[config.mk]
export PLATFORM = sky130hd
export DESIGN_NAME = qam_mapper_controller
export DESIGN_NICKNAME = d
export VERILOG_FILES = /design/src/rtl/qam_pkg.sv /design/src/rtl/qam_tx_fifo.sv /design/src/rtl/qam_mapper_controller.sv
export SDC_FILE = /design/constraint.sdc
export NUM_CORES = 1
export LEC_CHECK = 0
export BUFFER_PORTS_ARGS = -buffer_cell sky130_fd_sc_hd__buf_4
export CORE_MARGIN = 2
export CORE_UTILIZATION = 45
export CTS_BUF_LIST = sky130_fd_sc_hd__clkbuf_8
export DETAILED_ROUTE_END_ITERATION = 10
export GPL_ROUTABILITY_DRIVEN = 0
export GPL_TIMING_DRIVEN = 0
export PLACE_DENSITY = 0.67
export SLEW_MARGIN = 0
export SYNTH_ARGS = -nofsm -noshare
export SYNTH_HDL_FRONTEND = slang
export SYNTH_SLANG_ARGS = --single-unit
[constraint.sdc]
create_clock -name dclk -period 5.9 [get_ports dclk]
set_input_delay 1.18 -clock dclk [delete_from_list [all_inputs] [get_ports dclk]]
set_output_delay 1.18 -clock dclk [all_outputs]
set_load 0.005 [all_outputs]
[src/rtl/qam_pkg.sv]
// Shared 16-QAM definitions: controller state encoding, Gray level constants
// and the bit-pair to level mapping used by the transmit mapper.
package qam_pkg;

  typedef enum logic [1:0] {
    IDLE = 2'b00,
    LOAD = 2'b01,
    FULL = 2'b10,
    SEND = 2'b11
  } state_e;

  localparam logic signed [2:0] LVL_M3 = 3'sb101;
  localparam logic signed [2:0] LVL_M1 = 3'sb111;
  localparam logic signed [2:0] LVL_P1 = 3'sb001;
  localparam logic signed [2:0] LVL_P3 = 3'sb011;

  // Gray order along one axis: 00, 01, 11, 10 -> -3, -1, +1, +3
  function automatic logic signed [2:0] gray2level(input logic [1:0] pair);
    logic signed [2:0] lvl;
    case (pair)
      2'b00:   lvl = LVL_M3;
      2'b01:   lvl = LVL_M1;
      2'b11:   lvl = LVL_P1;
      2'b10:   lvl = LVL_P3;
      default: lvl = LVL_M3;
    endcase
    return lvl;
  endfunction

endpackage

[src/rtl/qam_tx_fifo.sv]
// Show-ahead synchronous FIFO of 4-bit QAM words with wrap-bit pointers,
// occupancy count and a synchronous flush.
module qam_tx_fifo #(
  parameter int DEPTH  = 16,
  parameter int ADDR_W = 4
) (
  input  logic              clk,
  input  logic              rst_n,
  input  logic              flush,
  input  logic              push,
  input  logic              pop,
  input  logic [3:0]        din,
  output logic [3:0]        dout,
  output logic [ADDR_W:0]   count,
  output logic              wfull,
  output logic              rdempty
);

  localparam logic [ADDR_W:0] PTR_ONE = (ADDR_W + 1)'(1);

  logic [3:0]      mem_q [DEPTH];
  logic [ADDR_W:0] wr_ptr_q;
  logic [ADDR_W:0] rd_ptr_q;
  logic            push_ok_s;
  logic            pop_ok_s;

  assign push_ok_s = push && !wfull && !flush;
  assign pop_ok_s  = pop && !rdempty && !flush;

  // Storage array; contents are don't-care until written
  always_ff @(posedge clk) begin
    if (push_ok_s) begin
      mem_q[wr_ptr_q[ADDR_W-1:0]] <= din;
    end
  end

  // Read/write pointers, cleared by reset or flush
  always_ff @(posedge clk or negedge rst_n) begin
    if (!rst_n) begin
      wr_ptr_q <= '0;
      rd_ptr_q <= '0;
    end else if (flush) begin
      wr_ptr_q <= '0;
      rd_ptr_q <= '0;
    end else begin
      if (push_ok_s) wr_ptr_q <= wr_ptr_q + PTR_ONE;
      if (pop_ok_s)  rd_ptr_q <= rd_ptr_q + PTR_ONE;
    end
  end

  assign dout    = mem_q[rd_ptr_q[ADDR_W-1:0]];
  assign count   = wr_ptr_q - rd_ptr_q;
  assign rdempty = (wr_ptr_q == rd_ptr_q);
  assign wfull   = (wr_ptr_q[ADDR_W] != rd_ptr_q[ADDR_W]) &&
                   (wr_ptr_q[ADDR_W-1:0] == rd_ptr_q[ADDR_W-1:0]);

endmodule

[src/rtl/qam_mapper_controller.sv]
// 16-QAM transmit controller: host loads words into a FIFO, start drains it
// as one Gray-mapped I/Q symbol every SYM_PERIOD cycles.
module qam_mapper_controller
  import qam_pkg::*;
#(
  parameter int DEPTH      = 16,
  parameter int ADDR_W     = 4,
  parameter int SYM_PERIOD = 4
) (
  input  logic              dclk,
  input  logic              reset,
  input  logic              enable,
  input  logic              write,
  input  logic [3:0]        wdata,
  input  logic              start,
  output logic signed [2:0] sym_i,
  output logic signed [2:0] sym_q,
  output logic              sym_valid,
  output logic              space,
  output logic              complete,
  output logic              overflow,
  output logic              wfull,
  output logic              rdempty,
  output logic [1:0]        state
);

  localparam int              TW         = $clog2(SYM_PERIOD);
  localparam logic [TW-1:0]   TIMER_LOAD = TW'(SYM_PERIOD - 1);
  localparam logic [TW-1:0]   TIMER_ONE  = TW'(1);
  localparam logic [ADDR_W:0] LAST_SLOT  = (ADDR_W + 1)'(DEPTH - 1);

  state_e            state_q, state_d;
  logic [TW-1:0]     timer_q;
  logic signed [2:0] sym_i_q, sym_q_q;
  logic              sym_valid_q, complete_q, overflow_q;
  logic              push_s, pop_s, flush_s;
  logic [3:0]        fifo_dout_s;
  logic [ADDR_W:0]   fifo_count_s;
  logic              wfull_s, rdempty_s;

  qam_tx_fifo #(.DEPTH(DEPTH), .ADDR_W(ADDR_W)) u_fifo (
    .clk     (dclk),
    .rst_n   (reset),
    .flush   (flush_s),
    .push    (push_s),
    .pop     (pop_s),
    .din     (wdata),
    .dout    (fifo_dout_s),
    .count   (fifo_count_s),
    .wfull   (wfull_s),
    .rdempty (rdempty_s)
  );

  // FIFO strobes and next controller state
  always_comb begin
    flush_s = !enable;
    push_s  = enable && (state_q == LOAD) && write && !wfull_s;
    pop_s   = enable && (state_q == SEND) && (timer_q == '0) && !rdempty_s;
    state_d = state_q;
    if (!enable) begin
      state_d = IDLE;
    end else begin
      case (state_q)
        IDLE: state_d = LOAD;
        LOAD: begin
          // start wins over the fill-up transition when both happen together
          if (start && (!rdempty_s || push_s))             state_d = SEND;
          else if (push_s && (fifo_count_s == LAST_SLOT))   state_d = FULL;
          else                                              state_d = LOAD;
        end
        FULL: begin
          if (start) state_d = SEND;
          else       state_d = FULL;
        end
        SEND: begin
          if ((timer_q == '0) && rdempty_s) state_d = LOAD;
          else                              state_d = SEND;
        end
        default: state_d = IDLE;
      endcase
    end
  end

  // Controller state, symbol timer and registered outputs
  always_ff @(posedge dclk or negedge reset) begin
    if (!reset) begin
      state_q     <= IDLE;
      timer_q     <= '0;
      sym_i_q     <= 3'sb000;
      sym_q_q     <= 3'sb000;
      sym_valid_q <= 1'b0;
      complete_q  <= 1'b0;
      overflow_q  <= 1'b0;
    end else begin
      state_q <= state_d;
      if (!enable) begin
        timer_q     <= '0;
        sym_valid_q <= 1'b0;
        complete_q  <= 1'b0;
        overflow_q  <= 1'b0;
      end else begin
        sym_valid_q <= pop_s;
        complete_q  <= (state_q == SEND) && (state_d == LOAD);
        if (write && !push_s && (state_q != IDLE)) begin
          overflow_q <= 1'b1;
        end
        if (pop_s) begin
          sym_i_q <= gray2level(fifo_dout_s[3:2]);
          sym_q_q <= gray2level(fifo_dout_s[1:0]);
          timer_q <= TIMER_LOAD;
        end else if ((state_q == SEND) && (timer_q != '0)) begin
          timer_q <= timer_q - TIMER_ONE;
        end else begin
          timer_q <= '0;
        end
      end
    end
  end

  assign sym_i     = sym_i_q;
  assign sym_q     = sym_q_q;
  assign sym_valid = sym_valid_q;
  assign complete  = complete_q;
  assign overflow  = overflow_q;
  assign wfull     = wfull_s;
  assign rdempty   = rdempty_s;
  assign space     = (state_q == LOAD) && !wfull_s;
  assign state     = state_q;

endmodule
==> results of run 1 <==
[metal layers]
layer  global-route usage  share of wire  up-vias
met1                0.243           0.47     1112
met2                0.263           0.48       56
met3               0.0372          0.042        4
met5                    0              0        -
met4               0.0474         0.0093        0
li1                     -              -     1071
[kinds of logic (layout without fill, tap and decap cells)]
family | Yosys count | in the layout | synth area share
multiplexers | 23 | 23 | 0.109
buffers and inverters | 25 | 62 | 0.0297
adder cells (fa/ha/maj) | 15 | 15 | 0.0488
flip-flops | 86 | 86 | 0.618
AND/OR/NAND/NOR | 66 | 66 | 0.0989
XOR/XNOR | 10 | 10 | 0.0257
AO/OA/AOI/OAI | 40 | 40 | 0.0698
[flip-flops by register name, summed over array words and instances (netlist names)]
name	count
complete	1
overflow	1
state	2
sym_i	3
sym_q	2
sym_valid	1
timer_q	2
u_fifo.mem_q	64
u_fifo.rd_ptr_q	5
u_fifo.wr_ptr_q	5
[critical path, cell delays in order (launching register included)]
cell	delay, ns
dfrtp_1	0.50
buf_2	0.32
inv_1	0.22
ha_1	0.37
nand4_1	0.14
nor2_1	0.24
nor3b_1	0.08
buf_4	0.14
[stage by stage]
stage | util | hold WS (ns) | total power [mW]
floorplan | - | 0.429 | 0.722
global placement | 0.495 | 0.445 | 0.762
detailed placement | 0.495 | 0.450 | 0.764
CTS | 0.515 | 0.462 | 1.12
global route | 0.515 | 0.500 | 1.16
finish | 0.515 | 0.453 | 1.11
[final timing paths]
kind,startpoint,end,slack (ns),cells after the start
worst max-delay path,u_fifo.rd_ptr_q[1],space,2.36,7
worst min-delay path,timer_q[0],timer_q[0],0.45,1
worst max register to register,u_fifo.rd_ptr_q[1],u_fifo.mem_q[5][2],2.56,8
worst min register to register,timer_q[0],timer_q[0],0.45,1
max in group asynchronous,reset,state[1],4.96,1
min in group asynchronous,reset,sym_q[2],0.71,1
[report_power, final]
part / leakage, nW / total, mW / internal, mW / switching (mW)
clock network: 0.0832 / 0.364 / 0.154 / 0.211
registers: 0.877 / 0.667 / 0.660 / 0.00633
logic: 0.713 / 0.0832 / 0.0402 / 0.0429
[cell usage after synthesis, drive strengths merged (3+ instances only)]
master,count,area share
edfxtp,64,0.48
dfrtp,22,0.14
nand2,19,0.018
mux4,16,0.090
a21oi,15,0.019
ha,14,0.044
inv,11,0.010
buf,10,0.016
and2,7,0.011
nand3,6,0.0075
nor2,6,0.0056
a211oi,5,0.011
and3,5,0.0078
nor3b,5,0.0094
o21ai,5,0.0063
xnor2,5,0.013
xor2,5,0.013
and3b,4,0.0088
and4,4,0.0094
mux2,4,0.011
o21a,4,0.0075
clkbuf,3,0.0028
mux2i,3,0.0075
nor3,3,0.0050
[cell type report]
class / count / area [um2]
sequential: 86 / 2470
buffer: 13 / 73.8
timing repair buffer: 21 / 158
inverter: 12 / 45.0
multi-input combinational: 154 / 1410
clock inverter: 7 / 50.0
tap: 108 / 135
fill: 746 / 4210
clock buffer: 9 / 124
==> impl_metrics.env, run 1 <==
export IMPL_drt_iter0_markers=148
export IMPL_dieArea_mm2=0.00966
export IMPL_worstPathArrival_ns=2.36
export IMPL_placed_area_mm2=0.00429
export IMPL_post_route_period_util=0.601
export IMPL_period_needed_ns=3.54
export IMPL_dpl_hpwl_um=5390
export IMPL_clk_pin_slew_ns=0.09
export IMPL_cts_tree="done"
export IMPL_die_x_um=98.3
export IMPL_setup_ws_ns=2.36
export IMPL_slew_violations=0
export IMPL_max_cap_violations=0
export IMPL_ir_drop_uv=156
export IMPL_drt_total_wl_um=7750
export IMPL_final_area_mm2=0.00447
export IMPL_tns_ns=0
export IMPL_worst_pin_slew_ns=0.837
export IMPL_start_util=0.461
export IMPL_h_tree_depth=3
export IMPL_port_buffers=21
export IMPL_synth_seq_area_share=0.618
export IMPL_pwr_density_cell_mw_per_mm2=250
export IMPL_holdCritPathClass="register to register"
export IMPL_synth_edf_count=64
export IMPL_clock_path_buffers=2
export IMPL_syn_nets=289
export IMPL_drcViolationCount=0
export IMPL_grt_pass1_vias=2328
export IMPL_postCtsHoldBufs=0
export IMPL_cts_buffers_inserted=9
export IMPL_status="complete, no violations"
export IMPL_antenna_found_initial=0
export IMPL_avgSynthCellArea_um2=15.1
export IMPL_async_flop_share=0.256
export IMPL_endpoint_kind="output pin"
export IMPL_wire_per_inst_um=18.9
export IMPL_area_growth_syn_to_layout_pct=11.7
export IMPL_io_pins=23
export IMPL_placed_cells=394
export IMPL_critPathMaxFanout=10
export IMPL_root_buffer="clkbuf_8"
export IMPL_postCtsSetupRepairBufs=0
export IMPL_max_slew_margin_rel=0.441
export IMPL_die_height_um=98.3
export IMPL_final_cell_mix="edfxtp_1, buf_4, dfrtp_1"
export IMPL_postSynthCellCount=265
export IMPL_drive_gt1_frac=0.252
export IMPL_grt_overflow=0
export IMPL_critPathLaunchType="register"
export IMPL_final_common_cell="edfxtp_1"
export IMPL_required_ns=4.72
export IMPL_diodes=0
export IMPL_cts_resized=0
export IMPL_fin_cells=410
export IMPL_ys_warn_count=0
export IMPL_clkLatencyLatePin_ns=0.35
export IMPL_synthesis_area_mm2=0.00400
export IMPL_grt_first_pass_wirelength_um=12400
export IMPL_finalClockSkew_ns=0.0109
export IMPL_gr_usage_all_layers=0.169
export IMPL_ys_seq_elements=86
export IMPL_hold_violations=0
export IMPL_firstDrtPassIters=4
export IMPL_ys_flop_type="edfxtp_1"
export IMPL_cts_sinks=86
export IMPL_fmax_ghz=0.282
export IMPL_core_area_mm2=0.00868
export IMPL_p_leak_nw=1.67
export IMPL_preCtsSetupSlack_ns=2.60
export IMPL_post_drt_via_cell_ratio=5.47
export IMPL_vias=2243
export IMPL_crit_type="register to output pin"
export IMPL_rows=34
export IMPL_rsz0062_at_grt="false"
export IMPL_ys_types=48
export IMPL_nets=321
export IMPL_grt_max_degree=23
export IMPL_setup_viol=0
export IMPL_ant_nets=0
Power figures use the tool's default switching activity.
==> run 2, diff against run 1 <==
- clock period: 5.9 -> 3.35 ns (I/O delays scaled with it)
==> run 2 against run 1 <==
First-iteration DRC count increased by 3.4%; largest power group unchanged; critical path type is now register to register; combinational power increased by 75%; final area increased by 0.22%; cell count unchanged; largest cell class unchanged; flip-flop and latch count unchanged; non-clock buffer count unchanged; core utilization increased by 0.12 points; sequential share of layout area decreased by 0.12 points; critical path depth increased by 1; total power increased by 76%.
==> impl_metrics.env, run 2 (same netlist as run 1, synthesis figures left out) <==
export IMPL_h_tree_depth=3
export IMPL_endpoint_kind="register"
export IMPL_antenna_found_initial=0
export IMPL_setup_ws_ns=0.149
export IMPL_max_slew_margin_rel=0.573
export IMPL_crit_type="register to register"
export IMPL_core_area_mm2=0.00868
export IMPL_cts_resized=0
export IMPL_grt_overflow=0
export IMPL_drt_total_wl_um=7690
export IMPL_fin_cells=410
export IMPL_drcViolationCount=0
export IMPL_preCtsSetupSlack_ns=0.0473
export IMPL_die_x_um=98.3
export IMPL_timing_hold_ws_ns=0.203
export IMPL_placed_cells=394
export IMPL_wire_per_inst_um=18.7
export IMPL_final_cell_mix="edfxtp_1, buf_4, dfrtp_1"
export IMPL_area_growth_syn_to_layout_pct=11.9
export IMPL_n_fill_cell=741
export IMPL_die_height_um=98.3
export IMPL_utilization=0.516
export IMPL_dieArea_mm2=0.00966
export IMPL_drt_iter0_markers=153
export IMPL_max_cap_violations=0
export IMPL_drive_gt1_frac=0.258
export IMPL_rsz0062_at_grt="false"
export IMPL_finalClockSkew_ns=0.00954
export IMPL_cts_tree="done"
export IMPL_post_route_period_util=0.956
export IMPL_firstDrtPassIters=4
export IMPL_required_ns=3.34
export IMPL_timing_rr_start="u_fifo.rd_ptr_q[1]"
export IMPL_postCtsSetupRepairBufs=0
export IMPL_final_area_mm2=0.00448
export IMPL_post_drt_via_cell_ratio=5.46
export IMPL_period_needed_ns=3.20
export IMPL_root_buffer="clkbuf_8"
export IMPL_hold_violations=0
export IMPL_gr_usage_all_layers=0.169
export IMPL_slew_violations=0
export IMPL_critPathLaunchType="register"
export IMPL_grt_pass1_vias=2328
export IMPL_diodes=0
export IMPL_vias=2239
export IMPL_p_leak_nw=1.68
export IMPL_nets=321
export IMPL_crit_start="u_fifo.rd_ptr_q[1]"
export IMPL_clkLatencyLatePin_ns=0.34
export IMPL_placed_area_mm2=0.00429
export IMPL_clk_pin_slew_ns=0.08
export IMPL_cts_buffers_inserted=9
export IMPL_clock_path_buffers=2
export IMPL_final_common_cell="edfxtp_1"
export IMPL_ant_nets=0
export IMPL_dpl_hpwl_um=5390
export IMPL_status="complete, no violations"
export IMPL_ir_drop_uv=277
export IMPL_pwr_density_cell_mw_per_mm2=437
export IMPL_grt_max_degree=23
export IMPL_holdCritPathClass="primary input to asynchronous set/reset pin"
export IMPL_worst_pin_slew_ns=0.639
export IMPL_cts_sinks=86
export IMPL_start_util=0.461
export IMPL_setup_viol=0
export IMPL_grt_first_pass_wirelength_um=12400
export IMPL_io_pins=23
export IMPL_fmax_ghz=0.312
export IMPL_port_buffers=21
export IMPL_largest_reg_flops=64
export IMPL_rows=34
export IMPL_p_total_mw=1.96
export IMPL_critPathMaxFanout=10
export IMPL_tns_ns=0
export IMPL_postCtsHoldBufs=0
export IMPL_worstPathArrival_ns=3.19
## run 2: cell counts in the layout (fill, tap and decap cells not counted)
Identical to the previous run, type by type.
## run 2: worst paths after layout
check	to	slack (ns)	cells past startpoint
setup / recovery	u_fifo.mem_q[6][2]	0.15	8
min in group dclk	timer_q[0]	0.45	1
max in group asynchronous	state[1]	2.92	1
setup reg to reg	u_fifo.mem_q[6][2]	0.15	8
hold / removal	sym_i[0]	0.20	1
hold reg to reg	timer_q[0]	0.45	1
## run 2: cell type report
type | count | area [um2] | share of cell area
inverters | 12 | 45.0 | 0.0101
well taps | 108 | 135 | 0.0302
repair buffers | 21 | 158 | 0.0352
flip-flops and latches | 86 | 2470 | 0.552
clock buffers | 9 | 124 | 0.0277
clock inverters | 7 | 50.0 | 0.0112
multi-input cells | 154 | 1420 | 0.317
plain buffers | 13 | 73.8 | 0.0165
## run 2: power by group
| group | internal [mW] | leakage (nW) | switching [mW] |
|---|---|---|---|
| Sequential | 1.16 | 0.877 | 0.0111 |
| Combinational | 0.0711 | 0.716 | 0.0752 |
| Clock | 0.270 | 0.0832 | 0.367 |
## run 2: metal layers
metal | GRT usage | up-vias | share of wire
met5 | 0 | - | 0
met2 | 0.263 | 58 | 0.48
met3 | 0.0372 | 6 | 0.051
li1 | - | 1071 | -
met4 | 0.0474 | 0 | 0.0094
met1 | 0.243 | 1104 | 0.46
## run 2: worst max-delay path: stages (launching register included)
cell and delay, ns:
dfrtp_1 0.50, buf_2 0.32, inv_1 0.23, ha_1 0.38
and4_4 0.16, buf_6 0.14, a21oi_1 0.35, nand2_1 0.21
nor3b_1 0.56
==> run 3, diff against run 2 <==
--- a/constraint.sdc
+++ b/constraint.sdc
@@ -3,2 +3,2 @@
 set_output_delay 0.67 -clock dclk [all_outputs]
-set_load 0.005 [all_outputs]
+set_load 0.1 [all_outputs]
==> run 3 against run 2 <==
Fmax decreased by 0.38%; wire length is 0.56% higher; die area is the same; core utilization increased by 0.48 points; final area grew 0.92%; non-clock buffer count stayed put; clock-buffer cell count unchanged; flip-flop and latch count stayed put; total power is 12% higher.
==> impl_metrics.env, run 3 (same netlist as run 1, synthesis figures left out) <==
export IMPL_status="complete, no violations"
export IMPL_fmax_ghz=0.311
export IMPL_post_drt_via_cell_ratio=5.51
export IMPL_grt_pass1_vias=2319
export IMPL_required_ns=3.36
export IMPL_postCtsSetupRepairBufs=0
export IMPL_io_pins=23
export IMPL_cts_tree="done"
export IMPL_final_cell_mix="edfxtp_1, buf_4, dfrtp_1"
export IMPL_h_tree_depth=3
export IMPL_crit_slowest_cell="nor3b_1"
export IMPL_rsz0062_at_grt="true"
export IMPL_core_area_mm2=0.00868
export IMPL_reg2regPathDepth=8
export IMPL_ant_nets=0
export IMPL_n_fill_cell=732
export IMPL_die_height_um=98.3
export IMPL_area_growth_syn_to_layout_pct=13.0
export IMPL_crit_type="register to register"
export IMPL_grt_first_pass_wirelength_um=12700
export IMPL_holdCritPathClass="primary input to asynchronous set/reset pin"
export IMPL_cts_buffers_inserted=9
export IMPL_pwr_density_cell_mw_per_mm2=486
export IMPL_dpl_hpwl_um=5450
export IMPL_largest_reg_flops=64
export IMPL_drcViolationCount=0
export IMPL_port_buffers=21
export IMPL_grt_overflow=0
export IMPL_wire_per_inst_um=18.8
export IMPL_root_buffer="clkbuf_8"
export IMPL_endpoint_kind="register"
export IMPL_clock_path_buffers=2
export IMPL_grt_max_degree=23
export IMPL_critPathLaunchType="register"
export IMPL_r2r_slack_ns=0.14
export IMPL_worst_path_largest_cell_delay_ns=0.60
export IMPL_nets=321
export IMPL_drive_gt1_frac=0.265
export IMPL_dieArea_mm2=0.00966
export IMPL_timing_rr_start="u_fifo.rd_ptr_q[1]"
export IMPL_firstDrtPassIters=4
export IMPL_start_util=0.461
export IMPL_diodes=0
export IMPL_timing_hold_ws_ns=0.178
export IMPL_critPathMaxFanout=10
export IMPL_drt_total_wl_um=7730
export IMPL_period_needed_ns=3.21
export IMPL_die_x_um=98.3
export IMPL_vias=2259
export IMPL_p_leak_nw=1.70
export IMPL_post_route_period_util=0.959
export IMPL_antenna_found_initial=0
export IMPL_p_total_mw=2.19
export IMPL_hold_violations=0
export IMPL_clkLatencyLatePin_ns=0.37
export IMPL_rows=34
export IMPL_max_slew_margin_rel=0.562
export IMPL_slew_violations=0
export IMPL_cp_cell_sequence="clkbuf_4, inv_1, ha_1, and4_4, buf_6, a21oi_1, nand2_1, nor3b_1"
export IMPL_cts_sinks=86
export IMPL_finalClockSkew_ns=0.00905
export IMPL_worstPathArrival_ns=3.22
export IMPL_setup_viol=0
export IMPL_gr_usage_all_layers=0.172
export IMPL_max_cap_violations=0
export IMPL_ir_drop_uv=277
export IMPL_final_common_cell="edfxtp_1"
export IMPL_r2r_end="u_fifo.mem_q[4][1]"
export IMPL_worst_pin_slew_ns=0.655
export IMPL_clk_pin_slew_ns=0.10
export IMPL_drt_iter0_markers=182
run 3: timing repair:
action | 4_1_cts | 5_1_grt
hold buffers | 0 | 0
resized for setup | 1 | 2
endpoints found under the setup margin | 4 | 10
run 3: how the worst max path moves through the flow:
stage / from / slack, ns / end / cells past startpoint
after floorplan: u_fifo.rd_ptr_q[1] / 0.15 / rdempty / 5
after global placement: u_fifo.rd_ptr_q[1] / 0.10 / u_fifo.mem_q[4][1] / 8
after detailed placement: u_fifo.rd_ptr_q[1] / -0.01 / u_fifo.mem_q[5][1] / 8
after CTS: u_fifo.rd_ptr_q[1] / 0.06 / u_fifo.mem_q[6][1] / 8
after global routing: u_fifo.rd_ptr_q[1] / -0.04 / u_fifo.mem_q[4][3] / 8
final: u_fifo.rd_ptr_q[1] / 0.14 / u_fifo.mem_q[4][1] / 8
run 3: critical path, delay by kind of cell, from the launching register on:
family | cells | cell delay, ns
AOI/OAI and AO/OA | 1 | 0.36
adders and majority gates | 1 | 0.37
buffers and inverters | 3 | 0.64
DFF | 1 | 0.49
and+or+nand+nor | 3 | 0.99
run 3: per-stage QoR:
stage	setup slack (ns)	utilization	instances	setup TNS (ns)	cell area [um2]
floorplan	0.147	-	265	0	4010
global placement	0.104	0.496	394	0	4310
detailed placement	-0.0113	0.496	394	-0.0448	4310
CTS	0.0576	0.520	410	0	4510
global route	-0.0426	0.520	410	-0.305	4520
finish	0.137	0.520	410	0	4520
run 3: final cells by class:
cell class / count / area [um2] / area share
sequential: 86 / 2470 / 0.547
multi-input combinational: 154 / 1430 / 0.316
timing repair buffer: 21 / 161 / 0.0357
tap: 108 / 135 / 0.0299
clock buffer: 9 / 124 / 0.0274
clock inverter: 7 / 76.3 / 0.0169
buffer: 13 / 76.3 / 0.0169
inverter: 12 / 45.0 / 0.00997
run 3: metal layers:
metal | GRT usage | vias up | wire (um)
met5 | 0 | - | 0
met4 | 0.0443 | 0 | 108
met3 | 0.0408 | 11 | 364
met2 | 0.276 | 44 | 3670
met1 | 0.242 | 1129 | 3590
li1 | - | 1075 | -
run 3: power breakdown:
group / internal, mW / switching, mW
clock network: 0.296 / 0.428
registers: 1.16 / 0.0117
logic: 0.0741 / 0.221
